**src/rtl/approx_adder_error_sweeper_if.sv**
```systemverilog
// Host/adder-side bundle of the approximate-adder error sweeper.
// master: the sweeper; slave: the harness that owns the adder and host handshake.
interface approx_adder_error_sweeper_if #(
  parameter int unsigned WIDTH = 8
);
  logic               start;
  logic               abort;
  logic [WIDTH-1:0]   op_a;
  logic [WIDTH-1:0]   op_b;
  logic [WIDTH:0]     approx_sum;
  logic               busy;
  logic               done;
  logic [2*WIDTH:0]   err_count;
  logic [3*WIDTH:0]   sad;
  logic [WIDTH:0]     max_err;
  logic [WIDTH:0]     mae;

  modport master (
    input  start, abort, approx_sum,
    output op_a, op_b, busy, done, err_count, sad, max_err, mae
  );

  modport slave (
    output start, abort, approx_sum,
    input  op_a, op_b, busy, done, err_count, sad, max_err, mae
  );
endinterface

```
**src/rtl/approx_adder_error_sweeper.sv**
```systemverilog
// Exhaustive sweeper for a WIDTH-bit approximate adder: walks every operand pair,
// aligns the exact sum with the adder's latency and accumulates error metrics.
module approx_adder_error_sweeper #(
  parameter int unsigned WIDTH   = 8,
  parameter int unsigned DUT_LAT = 0
) (
  input  logic                          clk,
  input  logic                          rst_n,
  approx_adder_error_sweeper_if.master  bus
);

  localparam int unsigned CNT_W = 2 * WIDTH;
  localparam int unsigned ERR_W = 2 * WIDTH + 1;
  localparam int unsigned SAD_W = 3 * WIDTH + 1;
  localparam logic [1:0]  DRAIN_LAST = (DUT_LAT > 0) ? 2'(DUT_LAT - 1) : 2'd0;

  typedef enum logic [1:0] {IDLE, SWEEP, DRAIN, DONE} state_e;

  state_e             state_q, state_d;
  logic [CNT_W-1:0]   cnt_q, cnt_d;
  logic [1:0]         drain_q, drain_d;
  logic [ERR_W-1:0]   err_q, err_d;
  logic [SAD_W-1:0]   sad_q, sad_d;
  logic [WIDTH:0]     max_q, max_d;

  logic               busy;
  logic               abort_take;
  logic               sweeping;
  logic [WIDTH:0]     exact_now;
  logic               cmp_vld;
  logic [WIDTH:0]     cmp_exact;
  logic [WIDTH:0]     err_abs;
  logic               acc_en;

  assign busy       = (state_q == SWEEP) || (state_q == DRAIN);
  assign abort_take = busy && bus.abort;
  assign sweeping   = (state_q == SWEEP);
  assign exact_now  = {1'b0, cnt_q[CNT_W-1:WIDTH]} + {1'b0, cnt_q[WIDTH-1:0]};

  // Delay line carrying each exact sum beside its valid bit until the adder catches up
  if (DUT_LAT == 0) begin : g_comb
    assign cmp_vld   = sweeping;
    assign cmp_exact = exact_now;
  end else begin : g_pipe
    logic [DUT_LAT-1:0]          vld_q;
    logic [DUT_LAT-1:0][WIDTH:0] ex_q;

    always_ff @(posedge clk or negedge rst_n) begin
      if (!rst_n) begin
        vld_q <= '0;
        ex_q  <= '0;
      end else begin
        ex_q[0] <= exact_now;
        for (int unsigned i = 1; i < DUT_LAT; i++) begin
          ex_q[i] <= ex_q[i-1];
        end
        if (abort_take) begin
          vld_q <= '0;
        end else begin
          vld_q[0] <= sweeping;
          for (int unsigned i = 1; i < DUT_LAT; i++) begin
            vld_q[i] <= vld_q[i-1];
          end
        end
      end
    end

    assign cmp_vld   = vld_q[DUT_LAT-1];
    assign cmp_exact = ex_q[DUT_LAT-1];
  end

  assign err_abs = (bus.approx_sum >= cmp_exact) ? (bus.approx_sum - cmp_exact)
                                                 : (cmp_exact - bus.approx_sum);
  // The comparison in flight on the abort edge is dropped so partial results stay put
  assign acc_en  = cmp_vld && !abort_take;

  always_comb begin
    state_d = state_q;
    cnt_d   = cnt_q;
    drain_d = drain_q;
    err_d   = err_q;
    sad_d   = sad_q;
    max_d   = max_q;

    if (acc_en) begin
      err_d = err_q + ERR_W'(err_abs != '0);
      sad_d = sad_q + SAD_W'(err_abs);
      if (err_abs > max_q) begin
        max_d = err_abs;
      end
    end

    unique case (state_q)
      IDLE, DONE: begin
        if (bus.start) begin
          state_d = SWEEP;
          cnt_d   = '0;
          err_d   = '0;
          sad_d   = '0;
          max_d   = '0;
        end
      end
      SWEEP: begin
        if (bus.abort) begin
          state_d = IDLE;
        end else if (&cnt_q) begin
          state_d = (DUT_LAT == 0) ? DONE : DRAIN;
          drain_d = '0;
        end else begin
          cnt_d = cnt_q + CNT_W'(1);
        end
      end
      DRAIN: begin
        if (bus.abort) begin
          state_d = IDLE;
        end else if (drain_q == DRAIN_LAST) begin
          state_d = DONE;
        end else begin
          drain_d = drain_q + 2'd1;
        end
      end
      default: state_d = IDLE;
    endcase
  end

  always_ff @(posedge clk or negedge rst_n) begin
    if (!rst_n) begin
      state_q <= IDLE;
      cnt_q   <= '0;
      drain_q <= '0;
      err_q   <= '0;
      sad_q   <= '0;
      max_q   <= '0;
    end else begin
      state_q <= state_d;
      cnt_q   <= cnt_d;
      drain_q <= drain_d;
      err_q   <= err_d;
      sad_q   <= sad_d;
      max_q   <= max_d;
    end
  end

  assign bus.op_a      = cnt_q[CNT_W-1:WIDTH];
  assign bus.op_b      = cnt_q[WIDTH-1:0];
  assign bus.busy      = busy;
  assign bus.done      = (state_q == DONE);
  assign bus.err_count = err_q;
  assign bus.sad       = sad_q;
  assign bus.max_err   = max_q;
  assign bus.mae       = sad_q[3*WIDTH:2*WIDTH];

endmodule

```
**src/flat_wrapper.sv**
```systemverilog
// flat-port wrapper written by rule: the top's interface ports become plain ports
module approx_adder_error_sweeper_flat 
#(
  parameter int unsigned WIDTH   = 8,
  parameter int unsigned DUT_LAT = 0
)
  (clk, rst_n, bus_start, bus_abort, bus_approx_sum, bus_op_a, bus_op_b, bus_busy, bus_done, bus_err_count, bus_sad, bus_max_err, bus_mae);
  approx_adder_error_sweeper_if #(.WIDTH(WIDTH)) bus_i ();
  input  logic clk;
  input  logic rst_n;
  input wire logic [$bits(bus_i.start)-1:0] bus_start;
  input wire logic [$bits(bus_i.abort)-1:0] bus_abort;
  input wire logic [$bits(bus_i.approx_sum)-1:0] bus_approx_sum;
  output wire logic [$bits(bus_i.op_a)-1:0] bus_op_a;
  output wire logic [$bits(bus_i.op_b)-1:0] bus_op_b;
  output wire logic [$bits(bus_i.busy)-1:0] bus_busy;
  output wire logic [$bits(bus_i.done)-1:0] bus_done;
  output wire logic [$bits(bus_i.err_count)-1:0] bus_err_count;
  output wire logic [$bits(bus_i.sad)-1:0] bus_sad;
  output wire logic [$bits(bus_i.max_err)-1:0] bus_max_err;
  output wire logic [$bits(bus_i.mae)-1:0] bus_mae;
  assign bus_i.start = bus_start;
  assign bus_i.abort = bus_abort;
  assign bus_i.approx_sum = bus_approx_sum;
  assign bus_op_a = bus_i.op_a;
  assign bus_op_b = bus_i.op_b;
  assign bus_busy = bus_i.busy;
  assign bus_done = bus_i.done;
  assign bus_err_count = bus_i.err_count;
  assign bus_sad = bus_i.sad;
  assign bus_max_err = bus_i.max_err;
  assign bus_mae = bus_i.mae;
  approx_adder_error_sweeper #(.WIDTH(WIDTH), .DUT_LAT(DUT_LAT)) u_core (.clk(clk), .rst_n(rst_n), .bus(bus_i));
endmodule
```
**config.mk**
```make
export PLATFORM = sky130hd
export DESIGN_NAME = approx_adder_error_sweeper_flat
export DESIGN_NICKNAME = d
export VERILOG_FILES = /design/src/rtl/approx_adder_error_sweeper_if.sv /design/src/rtl/approx_adder_error_sweeper.sv /design/src/flat_wrapper.sv
export SDC_FILE = /design/constraint.sdc
export NUM_CORES = 1
export LEC_CHECK = 0
export CAP_MARGIN = 20
export CORE_MARGIN = 10
export CORE_UTILIZATION = 55
export CTS_BUF_LIST = sky130_fd_sc_hd__clkbuf_8
export DETAILED_ROUTE_END_ITERATION = 7
export HOLD_SLACK_MARGIN = 0.05
export PLACE_DENSITY = 0.82
export SYNTH_ARGS = -nofsm -noshare
export SYNTH_HDL_FRONTEND = slang
export SYNTH_SLANG_ARGS = --single-unit
export TNS_END_PERCENT = 10
```
**constraint.sdc**
```tcl
create_clock -name clk -period 6.45 [get_ports clk]
set_input_delay 0.645 -clock clk [delete_from_list [all_inputs] [get_ports clk]]
set_output_delay 0.645 -clock clk [all_outputs]
set_load 0.02 [all_outputs]
```
==> summary.txt, run 1 <==
Power
  – Internal power: 1.255 mW
  – Leakage: 3.106 nW
  – Psw: 1.020 mW
  – Switch share: 0.4483
  – Reg power frac: 0.269
  – Clk network pwr share: 0.202
  – Max VDD drop: 346.4 uV
  – Logic pwr share: 0.528
  – PnR Total Power: 2.275 mW
  – PwrDens: 341.1 nW/um^2

Critical path
  – Critical Path Start Type: flip-flop
  – Critical Path RT: 6.73 ns
  – Crit. End Element: flip-flop
  – Crit path kind: flip-flop to flip-flop
  – CP arrival: 6.26 ns
  – R2R Setup Slk: 0.47 ns
  – Max FO, Critical Path: 15

Clocking
  – Root Driver: clkbuf_8
  – Clock slew at reported path FFs: 0.09 ns
  – Total clock sinks: 71
  – Cts-stage hold buffer count: 0
  – CTS tree: done
  – CTS buffer count: 9
  – Clock buffer depth: 2
  – Worst skew pair latency: 0.36 ns
  – H-tree levels: 3

Placement
  – Routability cong.: 0.8992
  – Placed cell count: 840
  – Input/output buffers: 90
  – Final HPWL DP: 10,580 microns

Timing
  – Fin. Hold Viols: 0
  – Rel. slew slack: 0.3740
  – Final worst path period need: 5.976 ns
  – Setup-failing EPs final: 0
  – Final worst-path cycle share: 0.9265
  – Final number of max-transition violations: 0
  – Clk_skew: 0.01044 ns
  – F_max: 167.3 MHz
  – Setup TNS: 0 ns
  – Worst-Margin Slew: 0.9356 ns

Final layout
  – Area Overhead vs Synth: 21.66%
  – Multi-input gate area: 3343 sq um
  – # nets final: 788
  – Share of cells above drive strength 1: 0.05103
  – Sequential cell area: 1777 sq um
  – Inserted Diodes: 0
  – Fill cell count: 771
  – Post-route insts no fill: 858

GRT
  – Met2 Use GR: 0.3205
  – Met3 Use GR: 0.04829
  – Grt total ovfl: 0
  – Vias in the first global route: 4,913
  – Global-route met1 utilization: 0.2358
  – First-pass GRT wire length: 23,490 microns
  – GRT Util Overall: 0.1927
  – Largest net degree at the start of global routing: 72
  – Initial antenna violation count: 0
  – Layer with the highest usage: met2

Yosys
  – Synth cell types: 66
  – Post-synthesis sequential area ratio: 0.3241
  – #FFs+latches synth: 71
  – EDFF count, synth: 0
  – Mean post-synth cell area: 8.527 sq um
  – Post-Synthesis Cells: 643
  – Yosys warning count: 0
  – Syn nets: 711
  – Most used flip-flop cell after synthesis: dfrtp_1
  – Post-Syn Area: 5483 sq um
  – Async S/R FF share, synth: 1.000

Worst hold path
  – Worst Hold Class: primary input to asynchronous set/reset pin

Drt
  – Routed WL per cell: 16.38 microns
  – Antenna Nets Post-Route: 0
  – DRC Markers: 0
  – DRT Wirelength: 14,060 microns
  – First-pass DRT Iterations: 5
  – DR vias/cell: 5.768
  – Via count: 4,949
  – Number of DRC markers in iteration 0: 304

Floorplanning
  – Die Height: 119.8 microns
  – Num rows: 36
  – Initial core utilization: 0.5635
  – I/O pin cnt: 91
  – DIE WIDTH: 119.8 microns
  – Core area: 9729 sq um
  – Total Die Area: 14,360 sq um

Flow run
  – Max cap viols: 0

Status
  – Status: finished clean
-- placed cells by master, fill, tap and decap left out, drive strengths merged, types with 25 or more instances in the layout --
cell / Yosys / final
a21oi: 55 / 55
nand3: 26 / 26
dfrtp: 71 / 71
ha: 51 / 51
clkdlybuf4s50: 0 / 89
inv: 55 / 57
xor2: 25 / 25
nor2: 61 / 61
nand2: 67 / 67
xnor2: 25 / 25
-- kinds of logic (layout without fill, tap and decap cells) --
family / Yosys count / in the layout / share of synthesized area
flip-flops: 71 / 71 / 0.3241
AO/OA/AOI/OAI: 152 / 152 / 0.1922
buffers and inverters: 83 / 165 / 0.06732
AND/OR/NAND/NOR: 226 / 226 / 0.1944
adder cells (fa/ha/maj): 55 / 55 / 0.1310
multiplexers: 6 / 6 / 0.01118
XOR/XNOR: 50 / 50 / 0.07987
-- state kept, by name, summed over array words and instances, names as in the netlist --
signal and flops:
u_core.drain_q 2, u_core.cnt_q 16, u_core.bus.sad 25, u_core.bus.err_count 17, u_core.bus.max_err 9, u_core.state_q 2
-- per-stage QoR --
step                      instance area [sq um]  setup WS [ns]  hold slack (ns)    util
final                                      6670         0.4738           0.4733  0.6856
after global routing                       6670      -0.007111           0.5511  0.6856
after CTS                                  6649         0.4354           0.5220  0.6834
after detailed placement                   6397         0.4843           0.5125  0.6575
after global placement                     6397         0.7280           0.4913  0.6575
after floorplan                            5483          1.003           0.3494       -
-- final cells by class --
type                    count  area share
clock buffers               9     0.01857
clock inverters             7     0.01913
inverters                  55     0.03095
multi-input cells         489      0.5012
flip-flops and latches     71      0.2664
well taps                 133     0.02495
repair buffers             94      0.1388
-- cells in the mapped netlist (2+ instances only) --
cell,count,share of area
a211o_1,2,0.0032
a211oi_1,2,0.0027
a21boi_0,2,0.0027
a21o_1,14,0.019
a21oi_1,53,0.048
a22oi_1,2,0.0027
a31oi_1,8,0.0091
a41o_1,6,0.011
and2_1,8,0.0091
and3_1,14,0.016
and4_1,4,0.0064
buf_1,2,0.0014
buf_4,11,0.015
buf_6,2,0.0041
clkbuf_1,12,0.0082
dfrtp_1,71,0.32
fa_1,4,0.015
ha_1,51,0.12
inv_1,55,0.038
mux2i_1,5,0.0091
nand2_1,66,0.045
nand2b_1,7,0.0080
nand3_1,25,0.023
nand4_1,7,0.0080
nor2_1,61,0.042
nor2b_1,3,0.0034
nor3_1,20,0.018
nor4_1,2,0.0023
nor4b_1,2,0.0032
o2111ai_1,2,0.0032
o211ai_1,3,0.0041
o21a_1,6,0.0082
o21ai_0,18,0.016
o21ai_1,4,0.0037
o21bai_1,6,0.0082
o22ai_1,3,0.0034
o31a_1,2,0.0032
or3_1,2,0.0023
xnor2_1,25,0.040
xor2_1,25,0.040
-- routing by layer --
| layer | wire [microns] | vias to the layer above |
|---|---|---|
| met3 | 832 | 23 |
| li1 | - | 2377 |
| met2 | 6945 | 152 |
| met1 | 5928 | 2397 |
| met4 | 348 | 0 |
| met5 | 0 | - |
-- worst max-delay path: stages, from the launching register on --
cell      delay (ns)
dfrtp_1         0.49
ha_1            0.21
inv_1           0.05
fa_1            0.40
inv_1           0.07
a21oi_1         0.07
o21bai_1        0.22
a21oi_1         0.10
o21bai_1        0.21
xor2_1          0.13
ha_1            0.43
nand3_2         0.18
o41ai_4         0.51
nor4b_1         0.12
nor3_1          0.36
inv_1           0.15
ha_1            0.30
and3_1          0.18
a211oi_1        0.31
o21ai_0         0.22
a21oi_1         0.18
o21bai_1        0.10
a21o_1          0.19
a21o_1          0.33
nand4_1         0.18
mux2i_1         0.20
-- power by group through the flow --
stage / Combinational (mW) / Sequential (mW) / Clock [mW]
floorplan: 0.768 / 0.671 / 0
global placement: 1.15 / 0.614 / 0
detailed placement: 1.18 / 0.618 / 0
CTS: 1.19 / 0.610 / 0.460
global route: 1.34 / 0.623 / 0.481
finish: 1.20 / 0.613 / 0.460
-- path summary, 6_finish.rpt --
path	start	endpoint	cells past startpoint
max	u_core.cnt_q[0]	u_core.bus.sad[11]	25
min	rst_n	u_core.bus.err_count[5]	2
max reg2reg	u_core.cnt_q[0]	u_core.bus.sad[11]	25
min reg2reg	u_core.drain_q[1]	u_core.drain_q[1]	2
max in group asynchronous	rst_n	u_core.cnt_q[15]	2
min in group clk	u_core.drain_q[1]	u_core.drain_q[1]	2
-- timing repair --
item / in CTS / in global routing
gates resized for setup: 0 / 2
setup buffers: 0 / 2
setup endpoints to repair: 0 / 22
hold endpoints to repair: 0 / 0
Power figures use the tool's default switching activity.
==> run 2: changes to the inputs <==
- CORE_ASPECT_RATIO: default -> 0.5
==> summary.txt, run 2 (synthesis results as in run 1) <==
Power
  – Switch share: 0.4576
  – Reg power frac: 0.280
  – Max VDD drop: 181.1 uV
  – Clk network pwr share: 0.163
  – Internal power: 1.174 mW
  – Psw: 0.9903 mW
  – Logic pwr share: 0.557
  – Leakage: 3.078 nW
  – PwrDens: 326.9 nW/um^2

Critical path
  – Critical Path RT: 6.72 ns
  – CP arrival: 6.18 ns
  – Max FO, Critical Path: 15
  – Crit. End Element: flip-flop
  – Crit path kind: flip-flop to flip-flop
  – Critical Path Start Type: flip-flop

Final layout
  – Area Overhead vs Synth: 20.72%
  – Inserted Diodes: 0
  – Post-route insts no fill: 860
  – # nets final: 789
  – Share of cells above drive strength 1: 0.04966
  – Most frequent cells in the layout: clkdlybuf4s50_1, dfrtp_1, nand2_1, nor2_1, inv_1
  – Max reg flops: 25
  – Fin util: 0.6915
  – Most common cell after layout, fill and taps aside: clkdlybuf4s50_1

Placement
  – Final HPWL DP: 10,380 microns
  – Input/output buffers: 90
  – Routability cong.: 0.9088
  – Placed cell count: 844

Clocking
  – Total clock sinks: 71
  – CTS tree: done
  – Worst skew pair latency: 0.35 ns
  – H-tree levels: 3
  – Root Driver: clkbuf_8
  – Cts-stage hold buffer count: 0
  – Clock buffer depth: 2
  – CTS buffer count: 9
  – Clock slew at reported path FFs: 0.08 ns

GRT
  – Largest net degree at the start of global routing: 72
  – Met2 Use GR: 0.3007
  – Initial antenna violation count: 0
  – GRT Util Overall: 0.1864
  – Layer with the highest usage: met2
  – Global-route met1 utilization: 0.2386
  – Met3 Use GR: 0.05596
  – First-pass GRT wire length: 23,020 microns
  – Vias in the first global route: 4,714
  – Grt total ovfl: 0

Timing
  – F_max: 169.1 MHz
  – RSZ-0062 raised after global routing: false
  – Rel. slew slack: 0.4104
  – Setup TNS: 0 ns
  – Clk_skew: 0.009474 ns
  – Tightest hold margin: 0.4933 ns
  – Fin. Hold Viols: 0
  – Final worst-path cycle share: 0.9166
  – Worst-Margin Slew: 0.8845 ns
  – Final number of max-transition violations: 0
  – Setup-failing EPs final: 0
  – Final worst path period need: 5.912 ns

Drt
  – DRC Markers: 0
  – DRT Wirelength: 13,780 microns
  – First-pass DRT Iterations: 5
  – Routed WL per cell: 16.02 microns
  – Number of DRC markers in iteration 0: 288
  – Via count: 4,796
  – Antenna Nets Post-Route: 0
  – DR vias/cell: 5.577

Worst hold path
  – Worst Hold Class: primary input to asynchronous set/reset pin

Floorplanning
  – Core area: 9572 sq um
  – DIE WIDTH: 161.2 microns
  – Total Die Area: 14,600 sq um
  – I/O pin cnt: 91
  – Num rows: 25
  – Initial core utilization: 0.5728
  – Die Height: 90.60 microns

Flow run
  – Max cap viols: 0

Status
  – Status: finished clean
-- run 2: changes by cell type in the layout (fill, tap and decap cells not counted), sizes merged --
cell      delta
bufinv       -2
clkinvlp     +2
clkinv       -1
buf          +1
-- run 2: critical path: stages, from the launching register on --
cell and delay (ns):
dfrtp_1 0.49, ha_1 0.21, inv_1 0.06, fa_1 0.40, inv_1 0.07, a21oi_1 0.07
o21bai_1 0.21, a21oi_1 0.10, o21bai_1 0.19, xor2_1 0.21, ha_1 0.35, a21oi_1 0.18
o21a_1 0.23, o41a_4 0.26, a22oi_1 0.12, nor3_1 0.36, inv_1 0.15, ha_1 0.31
and3_1 0.19, a211oi_1 0.27, o21ai_0 0.21, a21oi_1 0.18, o21bai_1 0.10, a21o_1 0.18
a21o_1 0.34, nand4_1 0.19, mux2i_1 0.20
-- run 2: worst paths after layout --
kind | start | endpoint | slack (ns) | cells past startpoint
max | u_core.cnt_q[0] | u_core.bus.sad[11] | 0.54 | 26
min in group clk | u_core.drain_q[1] | u_core.drain_q[1] | 0.52 | 2
max in group asynchronous | rst_n | u_core.cnt_q[10] | 5.38 | 2
max reg2reg | u_core.cnt_q[0] | u_core.bus.sad[11] | 0.54 | 26
min | rst_n | u_core.bus.sad[19] | 0.49 | 2
min reg2reg | u_core.drain_q[1] | u_core.drain_q[1] | 0.52 | 2
-- run 2: layout make-up --
type | instances | area (sq um)
Multi-Input combinational cell | 489 | 3347
Fill cell | 824 | 2953
Sequential cell | 71 | 1777
Timing Repair Buffer | 95 | 933.4
Inverter | 55 | 206.4
Tap cell | 135 | 168.9
Clock buffer | 9 | 123.9
Clock inverter | 6 | 62.56
-- run 2: what timing repair did --
item,CTS,global route
resized for setup,0,2
setup endpoints to repair,0,24
endpoints found under the hold margin,0,0
buffers inserted,0,1
-- run 2: power by group through the flow --
| stage | logic [mW] | registers (mW) | clock network, mW |
|---|---|---|---|
| 6_report | 1.20 | 0.606 | 0.353 |
| 5_1_grt | 1.35 | 0.618 | 0.385 |
| 4_1_cts | 1.20 | 0.605 | 0.366 |
| 3_5_place_dp | 1.19 | 0.613 | 0 |
| 3_3_place_gp | 1.17 | 0.612 | 0 |
| 2_1_floorplan | 0.768 | 0.671 | 0 |
-- run 2: routing by layer --
metal,share of wire,routed length (microns),up-vias
met2,0.47,6419,136
li1,-,-,2374
met1,0.45,6247,2273
met4,0.010,141,0
met3,0.070,967,13
met5,0,0,-
-- run 2: metrics by stage --
stage | cell area [sq um] | total power [mW] | worst slack, ns
CTS | 6601 | 2.169 | 0.4376
global route | 6619 | 2.354 | 0.0009708
detailed placement | 6415 | 1.805 | 0.4619
global placement | 6415 | 1.780 | 0.6736
finish | 6619 | 2.164 | 0.5381
floorplan | 5483 | 1.440 | 1.003
==> RTL edit 1 (config.mk and constraints of run 2) <==
`DUT_LAT` is set to 0 in 2 places; all go to 1.
--- a/src/rtl/approx_adder_error_sweeper.sv
+++ b/src/rtl/approx_adder_error_sweeper.sv
@@ -2,7 +2,7 @@
 // aligns the exact sum with the adder's latency and accumulates error metrics.
 module approx_adder_error_sweeper #(
   parameter int unsigned WIDTH   = 8,
-  parameter int unsigned DUT_LAT = 0
+  parameter int unsigned DUT_LAT = 1
 ) (
   input  logic                          clk,
   input  logic                          rst_n,
--- a/src/flat_wrapper.sv
+++ b/src/flat_wrapper.sv
@@ -2,7 +2,7 @@
 module approx_adder_error_sweeper_flat 
 #(
   parameter int unsigned WIDTH   = 8,
-  parameter int unsigned DUT_LAT = 0
+  parameter int unsigned DUT_LAT = 1
 )
   (clk, rst_n, bus_start, bus_abort, bus_approx_sum, bus_op_a, bus_op_b, bus_busy, bus_done, bus_err_count, bus_sad, bus_max_err, bus_mae);
   approx_adder_error_sweeper_if #(.WIDTH(WIDTH)) bus_i ();
Function: changed (a bounded check fails within 4 cycles, from zero or initial values and one cycle with rst_n low).
==> RTL edit 1 against run 2 <==
- total power shrank 3.4%
- via count down 1.0%
- sequential share of layout area rose by 2.9 points
- worst setup slack improved by 1000 ps
- sequential cell count grew 10
- synthesized area is 3.2% higher
- wire length is 2.8% lower
- design area is 3.0% higher
- count of clock-buffer cells in the layout did not move
- combinational power fell by 14%
- sequential power rose by 10%
- largest cell class unchanged
- highest routed layer unchanged
==> RTL edit 1: results (changes against run 2) <==
outcome=complete, no violations; LEAKAGE=2.99 nW (-2.8%); Compound-Gate Fraction of Synth Area=0.178 (-0.0143); vias in the first global route=4758 (+0.93%); Worst Setup SP=bus_approx_sum[1]; Hold WS=78.7 ps (-415 ps); Via density=5.55 (-0.56%); crit path DAT=5220 ps (-960 ps); Avg Inst Size Synth=8.89 sq um (+4.3%); Commonest cells post-synth=81 x dfrtp_1, 63 x nor2_1, 56 x inv_1; Clock Skew=13.8 ps (+4.30 ps); reg2reg start=u_core.cmp_exact[4]; final WL=13400 um (-2.8%); Place WS=1180 ps (+716 ps); sequential element share of the synthesized area=0.358 (+0.0343); Synth cell types=58 (-12%); largest fanout on the critical path=6 (-9); CP peak stage delay=540 ps (+50 ps); Placed Area=6590 sq um (+2.7%); Placed Cells=839 (-0.59%); reg2reg end=u_core.bus.sad[24]; DR iter-0 viols=300 (+4.2%); Critical Path Slowest Stage Cell=clkdlybuf4s50_1; Tcrit/Tclk final=0.762 (-0.154); Mapped Nets=702 (-1.3%); Synth area leaders=dfrtp_1 36%, ha_1 11%, xnor2_1 4.8%; wl on met1=5860 um (-6.2%); gpl congestion=0.888 (-2.3%); met2 track demand over resource=0.298 (-0.00250); clock latency on the worst-skew pair=370 ps (+20 ps); grt met1 use=0.215 (-0.0237); slew margin rel.=0.375 (-0.0354); met2 wire len=6460 um (+0.56%); largest net degree at the start of global routing=82 (+14%); Worst VDD drop=0.131 mV (-28%); routed wl met3=917 um (-5.2%); DR WL/cell=15.6 um (-2.3%); nets=777 (-1.5%)
-- RTL edit 1: cell types whose count changed in the layout (fill, tap and decap cells not counted), moves of 5 or more --
cell	run 2	this run
dfrtp_1	71	81
a21boi_0	2	7
xnor2_1	25	31
xor2_1	25	20
or3_1	2	9
a31oi_1	8	3
nand2_1	66	43
o21ai_0	18	29
nand4_1	7	12
nor3_1	20	10
a21oi_1	53	48
-- RTL edit 1: where the power goes --
group	total [mW]	internal, mW	switching (mW)
Clock	0.389	0.182	0.207
Combinational	1.03	0.410	0.623
Sequential	0.669	0.583	0.0856
-- RTL edit 1: kinds of logic after synthesis --
family | after synthesis
AOI/OAI and AO/OA | 149
xor gates and xnor gates | 52
adders and majority gates | 53
buffers and inverters | 84
DFF | 81
muxes | 6
and+or+nand+nor | 211
-- RTL edit 1: cell type report --
cell class,count,area [sq um]
Fill cell,794,3300
Sequential cell,81,2030
Multi-Input combinational cell,471,3270
Timing Repair Buffer,92,933
Clock buffer,9,124
Tap cell,140,175
Inverter,56,210
Clock inverter,7,76.3
==> RTL edit 2 (config.mk and constraints of run 2) <==
Made on the original files. The 4 states of `state_e` get a one-hot encoding in 4 bits.
--- a/src/rtl/approx_adder_error_sweeper.sv
+++ b/src/rtl/approx_adder_error_sweeper.sv
@@ -14,7 +14,7 @@
   localparam int unsigned SAD_W = 3 * WIDTH + 1;
   localparam logic [1:0]  DRAIN_LAST = (DUT_LAT > 0) ? 2'(DUT_LAT - 1) : 2'd0;
 
-  typedef enum logic [1:0] {IDLE, SWEEP, DRAIN, DONE} state_e;
+  typedef enum logic [3:0] {IDLE = 4'b0001, SWEEP = 4'b0010, DRAIN = 4'b0100, DONE = 4'b1000} state_e;
 
   state_e             state_q, state_d;
   logic [CNT_W-1:0]   cnt_q, cnt_d;
Formal check against the unedited RTL: same outputs for any inputs over 4 cycles, from zero or initial values and one cycle with rst_n low; so few cycles prove little.
==> RTL edit 2 against run 2 <==
- worst setup slack lost 32 ps
- sequential cell count down 1
- synthesized area is 4.5% lower
- cell count shrank 6.0%
- combinational power decreased by 37%
- count of clock-buffer cells in the layout is 1 higher
- total power decreased by 21%
- design area shrank 3.2%
- critical path depth decreased by 1
- wire length grew 3.1%
- non-clock buffer count increased by 2
- largest cell class unchanged
- largest power group unchanged
==> RTL edit 2: results (changes against run 2) <==
outcome=complete, no violations; gpl congestion=0.897 (-1.3%); largest net degree at the start of global routing=71 (-1.4%); CTS resizes=0 (unchanged); sequential element share of the synthesized area=0.335 (+0.0107); Detailed Place HPWL=10300 um (-0.85%); Synth cell types=63 (-4.5%); Synth area leaders=dfrtp_1 33%, ha_1 11%, a21oi_1 5.1%; largest fanout on the critical path=11 (-4); layout cell share with drive strength beyond 1=0.0684 (+0.0188); Clock Skew=8.69 ps (-0.786 ps); Mapped Nets=671 (-5.6%); total track usage=0.205 (+0.0183); DR iter-0 viols=329 (+14%); crit path DAT=6240 ps (+60 ps); Worst VDD drop=0.169 mV (-6.9%); LEAKAGE=2.86 nW (-7.1%); Avg Inst Size Synth=8.63 sq um (+1.2%); Post-CTS Setup Bufs=0 (unchanged); first-pass GRT wire length=23400 um (+1.6%); Worst R2R Path Depth=25 (-3.8%); DR vias=4654 (-3.0%); root buffer cell=clkbuf_8; Placed Cells=792 (-6.2%); nets=746 (-5.4%); vias in the first global route=4681 (-0.70%); CP peak stage delay=440 ps (-50 ps); IO buf count=90 (unchanged); slew margin rel.=0.373 (-0.0378); cts bufs inserted=9 (unchanged); Largest register FFs=25 (unchanged); Worst Hold Class=primary input to asynchronous set/reset pin; FFs w/ async S/R, synth=1.00 (unchanged); DR WL/cell=17.6 um (+9.7%); Commonest cells post-synth=69 x dfrtp_1, 54 x nand2_1, 53 x a21oi_1; clk slew on worst S/H paths=80 ps (about the same); Non-Filler Instances=808 (-6.0%); fillers=764 (-7.3%)
## RTL edit 2: worst paths after layout
kind | start | to | slack [ps]
max reg2reg | u_core.cnt_q[1] | u_core.bus.sad[24] | 510
min | rst_n | u_core.bus.max_err[6] | 480
min reg2reg | u_core.bus.sad[9] | u_core.bus.sad[9] | 510
max in group asynchronous | rst_n | u_core.bus.sad[12] | 5340
min in group clk | u_core.bus.sad[9] | u_core.bus.sad[9] | 510
max | u_core.cnt_q[1] | u_core.bus.sad[24] | 510
## RTL edit 2: metal layers
layer | vias up | share of wire | track usage
li1 | 2265 | - | -
met1 | 2239 | 0.44 | 0.254
met2 | 133 | 0.48 | 0.351
met3 | 17 | 0.072 | 0.0586
met4 | 0 | 0.0097 | 0.0426
met5 | - | 0 | 0
## RTL edit 2: area by class of cell
type | count | area, sq um | share of cell area
tap | 121 | 151 | 0.0236
clock inverter | 6 | 85.1 | 0.0133
multi-input combinational | 457 | 3160 | 0.493
inverter | 47 | 176 | 0.0275
sequential | 70 | 1750 | 0.274
timing repair buffer | 97 | 948 | 0.148
clock buffer | 10 | 138 | 0.0215
## RTL edit 2: report_power, final
part	switching (mW)	leakage (nW)	internal [mW]	total, mW
Sequential	0.0647	0.968	0.499	0.563
Clock	0.177	0.108	0.227	0.404
Combinational	0.451	1.78	0.299	0.750
## RTL edit 2: cell families (layout without fill, tap and decap cells)
family,count (synthesis),after routing,synth area share
compound gates,151,151,0.186
xor+xnor,45,45,0.0753
fa+ha+maj,51,51,0.128
buf+inv,80,160,0.0676
flops,70,70,0.335
mux,6,6,0.0117
simple gates,204,204,0.197
## RTL edit 2: through the flow
stage	cell area, sq um	setup slack, ps	utilization
floorplan	5240	901	-
CTS	6390	381	0.684
finish	6410	506	0.685
global placement	6170	689	0.660
detailed placement	6170	497	0.660
global route	6410	8.43	0.685
